===== src/rtl/lj16_frame_deserializer.sv =====
// lj16_frame_deserializer: 16-bit left-justified serial stream to L/R parallel frames through a 2-deep FIFO.
// Ports: bck/rst_n clock and async active-low reset; data/lrck serial input; out_l/out_r/out_valid/out_ready
// frame output handshake; frame_err short-slot pulse; locked alignment status; overrun_cnt dropped frames.
module lj16_frame_deserializer #(
  parameter logic LEFT_POL  = 1'b1,
  parameter int   SLOT_BITS = 16
) (
  input  logic        bck,
  input  logic        rst_n,
  input  logic        data,
  input  logic        lrck,
  output logic [15:0] out_l,
  output logic [15:0] out_r,
  output logic        out_valid,
  input  logic        out_ready,
  output logic        frame_err,
  output logic        locked,
  output logic [7:0]  overrun_cnt
);
  localparam logic [4:0] FULL = 5'(SLOT_BITS);
  typedef enum logic [1:0] {SYNC, LEFT, RIGHT} state_t;
  state_t      state, state_d;
  logic        primed, lrck_q, lr_edge, done, push, err, latch_l, pop, wr, wp, rp;
  logic [4:0]  cnt;
  logic [15:0] sh, left_w;
  logic [1:0]  occ;
  logic [31:0] mem [2];
  assign lr_edge = primed && (lrck != lrck_q);
  assign done = cnt == FULL;
  assign pop = out_valid && out_ready;
  // a push into a full FIFO only lands when the head leaves in the same cycle
  assign wr = push && (occ != 2'd2 || pop);
  assign out_valid = occ != 2'd0;
  assign {out_l, out_r} = mem[rp];
  always_comb begin
    state_d = state;
    push = 1'b0;
    err = 1'b0;
    latch_l = 1'b0;
    if (lr_edge)
      case (state)
        SYNC: state_d = (lrck == LEFT_POL) ? LEFT : SYNC;
        LEFT: begin
          latch_l = done;
          err = !done;
          state_d = done ? RIGHT : SYNC;
        end
        RIGHT: begin
          push = done;
          err = !done;
          state_d = LEFT;
        end
        default: state_d = SYNC;
      endcase
  end
  always_ff @(posedge bck or negedge rst_n) begin
    if (!rst_n) begin
      state <= SYNC;
      primed <= 1'b0;
      lrck_q <= 1'b0;
      cnt <= 5'd0;
      sh <= 16'd0;
      left_w <= 16'd0;
      frame_err <= 1'b0;
      locked <= 1'b0;
      overrun_cnt <= 8'd0;
      mem[0] <= 32'd0;
      mem[1] <= 32'd0;
      wp <= 1'b0;
      rp <= 1'b0;
      occ <= 2'd0;
    end else begin
      state <= state_d;
      primed <= 1'b1;
      lrck_q <= lrck;
      // the edge cycle carries the new channel's MSB; bits past the slot width are ignored
      if (lr_edge) begin
        sh <= {15'd0, data};
        cnt <= 5'd1;
      end else if (cnt < FULL) begin
        sh <= {sh[14:0], data};
        cnt <= cnt + 5'd1;
      end
      if (latch_l) left_w <= sh;
      frame_err <= err;
      if (err) locked <= 1'b0;
      else if (push) locked <= 1'b1;
      if (wr) begin
        mem[wp] <= {left_w, sh};
        wp <= !wp;
      end
      if (pop) rp <= !rp;
      occ <= occ + 2'(wr) - 2'(pop);
      if (push && !wr && overrun_cnt != 8'hff) overrun_cnt <= overrun_cnt + 8'd1;
    end
  end
endmodule


===== config.mk =====
export PLATFORM = sky130hd
export DESIGN_NAME = lj16_frame_deserializer
export DESIGN_NICKNAME = d
export VERILOG_FILES = /design/src/rtl/lj16_frame_deserializer.sv
export SDC_FILE = /design/constraint.sdc
export NUM_CORES = 1
export LEC_CHECK = 0
export ABC_AREA = 1
export ABC_CLOCK_PERIOD_IN_PS = 4300
export CORE_MARGIN = 2
export CORE_UTILIZATION = 46
export DETAILED_ROUTE_END_ITERATION = 16
export PLACE_DENSITY = 0.66
export REMOVE_ABC_BUFFERS = 1
export SLEW_MARGIN = 20
export SYNTH_ARGS = -nofsm -noshare
export SYNTH_HDL_FRONTEND = slang
export SYNTH_SLANG_ARGS = --single-unit

===== constraint.sdc =====
create_clock -name bck -period 4.3 [get_ports bck]
set_input_delay 0.86 -clock bck [delete_from_list [all_inputs] [get_ports bck]]
set_output_delay 0.86 -clock bck [all_outputs]
set_load 0.01 [all_outputs]

== Yosys cells after proc, flatten, opt, wreduce, memory -nomap -nowiden ==
Index checks and enable logic that the tools add are counted.

* $add $sub $neg: 4
* Multipliers: 0
* Div/mod/pow operators: 0
* Order comparisons: 4
* Equal/unequal tests: 6
* Shifts and indexed selects: 0
* Mux-type cells: 21
* Bitwise logic cells: 2
* Reductions and logical operators: 16

{| class="wikitable"
|+ Operators with widths
! cell !! count
|-
| $mux W32 || 4
|-
| $bwmux W64 || 1
|-
| $demux W32 S1 || 1
|-
| $mux W16 || 2
|-
| $mux W5 || 2
|-
| $mux W1 || 9
|-
| $add A8 B1 Y8 const B || 1
|-
| $ne A8 B8 Y1 const B || 1
|-
| $logic_and A1 B1 Y1 || 6
|-
| $pmux W2 S3 || 1
|-
| $reduce_bool A2 Y1 || 3
|-
| $add A5 B1 Y5 const B || 1
|-
| $eq A5 B5 Y1 const B || 1
|-
| $lt A5 B5 Y1 const B || 1
|-
| $ge A2 B2 Y1 const B || 2
|-
| $logic_not A1 Y1 || 4
|-
| $not A1 Y2 || 2
|-
| $add A2 B1 Y2 || 1
|-
| $eq A2 B1 Y1 const B || 1
|-
| $eq A2 B2 Y1 const B || 1
|-
| $logic_not A2 Y1 || 1
|-
| $lt A2 B1 Y1 const B || 1
|-
| $mux W2 || 1
|-
| $ne A2 B2 Y1 const B || 1
|-
| 4 further kinds || 4
|}

* Register bits after elaboration: 119
* Latch bits: 0
* RAM bits: 0
* Memory bits (read-only): 0
* Bits of input ports: 5
* Output and inout port bits: 43
* Word-level logic and storage cells: 67
* Memories kept: 0

== Longest topological paths before layout ==
* Depth in word-level cells: 7
* Depth in mapped cells: 10
* Mapped depth without buffers: 10

== Worst setup path before layout ==
OpenSTA, ideal clock, no wires.

* Path type: reg-to-output
* From: reg rp
* To: out out_l[0]
* Data arrival time: 1020 ps
* Required time: 3440 ps
* Slack: 2420 ps
* Stages on the path, launching flop included: 6
* Buffers on the path: 2
* Cell sequence: dfrtp_1 clkbuf_1 clkinv_1 clkbuf_1 nand2_1 nand2_1

* Cells in the longest elaborated chain, start to end: 4

{| class="wikitable"
|+ RTL lines
! item !! RTL line !! text
|-
| start, declared || 23 || <nowiki>logic primed, lrck_q, lr_edge, done, push, err, latch_l, pop, wr, wp, rp;</nowiki>
|-
| start signal, assigned || 92 || <nowiki>if (pop) rp <= !rp;</nowiki>
|-
| $not A1 Y2 (not written as such) || 34 || <nowiki>assign {out_l, out_r} = mem[rp];</nowiki>
|-
| $mux W32 (not written as such) (3 in series) || 34 ||
|-
| end, declared || 12 || <nowiki>output logic [15:0] out_l,</nowiki>
|}

Every way passes these cells. The select of a mux whose other input is x is not followed.

== Worst setup path in the final report ==
* From: in out_ready
* To: reg mem[22] (netlist name)

* Cells in the longest elaborated chain, start to end: 3

{| class="wikitable"
|+ RTL lines
! item !! RTL line !! text
|-
| start, declared || 15 || <nowiki>input logic out_ready,</nowiki>
|-
| $logic_and A1 B1 Y1 || 30 || <nowiki>assign pop = out_valid && out_ready;</nowiki>
|-
| $logic_or A1 B1 Y1 || 32 || <nowiki>assign wr = push && (occ != 2'd2 || pop);</nowiki>
|-
| $logic_and A1 B1 Y1 || 32 ||
|-
| end signal, assigned by index || 89 || <nowiki>mem[wp] <= {left_w, sh};</nowiki>
|-
| end, declared || 27 || <nowiki>logic [31:0] mem [2];</nowiki>
|}

Every way passes these cells.
A chain may end at the register's enable or synchronous reset.

==> impl_results.md <==
- Area share of the largest cell type after synthesis: 53.4%
- Pre-antenna DRT Iters: 5
- Post-Syn Area: 0.00558 sq mm
- Netlist cell types: 31
- Initial DRC count: 274
- Filler Cells Inserted: 1,126
- RePlAce Congestion: 0.762
- Drt wl/cell: 14.6 um
- Layout overhead on the synthesized area: 17.9%
- Core box area: 0.0119 sq mm
- Period Utilization, post-route: 76.2%
- Remaining Overflow, GRT: 0
- Beginning of the critical path: out_ready
- Residual DRC: 0
- Worst Tran Pin Value: 0.920 ns
- RSZ-0062 raised after global routing: no
- Worst ir drop on vdd: 216 uV
- #FFs+latches synth: 119
- FF-to-FF path depth: 6
- Clock buffer depth: 2
- Detailed placement HPWL: 7810 um
- Final setup vio count: 0
- Placed Instances: 827
- Area post-placement: 0.00603 sq mm
- Final ANT Viol Nets: 0
- Fmax: 305 MHz
- Ratio of cells with drive above 1 in the final layout: 7.17%
- DR vias: 4,537
- Final cell count without fillers: 858
- Final Cell Area: 0.00658 sq mm
- Final WL: 12,500 um
- Reg-to-Reg End: mem[22]
- Die X: 114 um
- # clock sinks: 119
- # nets final: 712
- LEAKAGE: 3.39 nW
- Max cap viols: 0
- Inserted Clock Buffers: 17
- Post-synth EDFFs: 0
- Worst Hold Class: reg -> reg
- Critical path endpoint category: flop
- Clock skew: 0.00806 ns
- Shortest period the worst path allows: 3.28 ns
- Initial Util: 46.8%
- Slew HR: 38.6%
- Row Count: 40
- Die area: 0.0130 sq mm
- Die Ht: 114 um
- Sequential element share of the synthesized area: 53.4%
- Status: complete, no violations
- Most frequent cell after synthesis: nand2_1
- I/O Buffers: 47
- Hold_buf cts: 0
- Prevailing post-synth register cell: dfrtp_1
- Crit start category: primary input
- Worst R2R Start: occ[0]
- H-tree depth reported by CTS: 4
- CTS Root Cell: clkbuf_16
- Post-synth top cells: nand2_1, dfrtp_1, nand4_1, inv_1, o21ai_0
- Synth area leader: dfrtp_1
- Arr. time, crit path: 3.62 ns
- CTS tree: yes
- Via-to-Cell Ratio: 5.29
- Max-slew violation count: 0
- Antenna diode count: 0
- Fraction of registers with async set/reset: 100%
- GRT Util Overall: 20.9%
- Register-to-Register Setup Slack: 1.52 ns
- Num ports: 48
- Tot Pwr: 2.94 mW
- Crit path max fanout: 69
- Postcts setup bufs: 0
- Post_cts resized: 0
- First-pass GRT wire length: 21,400 um
- Synth area leaders: dfrtp_1, nand2_1, nand4_1
- CP endpoint: mem[22]
- Worst-Skew Late Latency: 0.41 ns
- Kind of critical path: in -> reg
- Setup_tns: 0 ns
- Cell Pwr Density: 447 mW/mm^2
- Synth warn: 0
- Mean Syn Cell Area: 8.35 sq um
- Vias in the first global route: 4,584
- Final hold viol count: 0
- Initial antenna violation count: 0
- Largest net degree at the start of global routing: 74
- Synthesized instance count: 668
- WP data required: 4.64 ns
- CTS clk-pin slew, worst paths: 0.05 ns
layout by cell type, fill, tap and decap left out, types with 3 or more instances in the layout:
cell | netlist | final
clkinvlp_4 | 0 | 3
nand4_1 | 72 | 72
nor2_1 | 8 | 8
clkbuf_16 | 0 | 17
nand2_1 | 292 | 292
buf_4 | 6 | 10
ha_1 | 8 | 8
xor2_1 | 5 | 5
nand3_1 | 23 | 23
clkinv_2 | 0 | 6
clkdlybuf4s50_1 | 0 | 46
inv_1 | 37 | 37
o21ai_1 | 6 | 6
clkbuf_1 | 18 | 3
o21ai_0 | 31 | 31
nand3_2 | 5 | 5
dfrtp_1 | 119 | 119
worst max-delay path, cell delays in order:
cell	delay, ns
clkdlybuf4s50_1	0.47
nor3_4	0.36
clkinv_2	0.78
nand3_2	0.60
buf_4	0.32
nand2_1	0.10
nand2_1	0.06
stage by stage:
stage / setup WS (ns) / utilization (%) / hold slack (ns)
final: 1.02 / 55.2 / 0.468
after CTS: 1.12 / 55.2 / 0.472
after detailed placement: 0.871 / 50.7 / 0.459
after global routing: 0.797 / 55.2 / 0.487
after floorplan: 1.17 / - / 0.442
after global placement: 0.975 / 50.7 / 0.454
power breakdown:
group	switching, mW	internal (mW)
registers	0.0565	1.18
logic	0.306	0.103
clock network	0.483	0.814
total	0.846	2.10
area by class of cell:
type	count	area, sq um	share of cell area (%)
inverter	41	155	2.36
clock inverter	9	77.6	1.18
timing repair buffer	56	536	8.14
sequential	119	2980	45.3
tap	147	184	2.80
clock buffer	22	464	7.06
multi-input combinational	464	2180	33.2
worst min path at each step:
| stage | end | cells after the start | slack, ns | startpoint |
|---|---|---|---|---|
| floorplan | mem[30] | 2 | 0.44 | mem[30] |
| global placement | mem[55] | 2 | 0.45 | mem[55] |
| detailed placement | mem[53] | 2 | 0.46 | mem[53] |
| CTS | mem[53] | 2 | 0.47 | mem[53] |
| global route | mem[5] | 2 | 0.49 | mem[5] |
| finish | mem[17] | 2 | 0.47 | mem[17] |
flip-flops by register name (all words and copies together) (netlist names):
register     cells
cnt              5
frame_err        1
left_w          16
locked           1
lrck_q           1
mem             64
occ              2
overrun_cnt      8
primed           1
rp               1
sh              16
state            2
wp               1
cells by family after synthesis:
| family | count (synthesis) | share of synthesized area (%) |
|---|---|---|
| DFF | 119 | 53.4 |
| other | 1 | 0.0672 |
| xor gates and xnor gates | 6 | 0.942 |
| buffers and inverters | 85 | 7.51 |
| adders and majority gates | 8 | 1.79 |
| AOI/OAI and AO/OA | 41 | 3.72 |
| and+or+nand+nor | 408 | 32.6 |
per-layer routing:
metal | share of wire [%] | global-route usage [%] | vias up
met3 | 3.7 | 3.55 | 23
met2 | 50 | 35.4 | 105
met1 | 45 | 26.5 | 2169
li1 | - | - | 2240
met4 | 2.1 | 9.27 | 0
met5 | 0 | 0 | -
(Power assumes the default switching activity.)
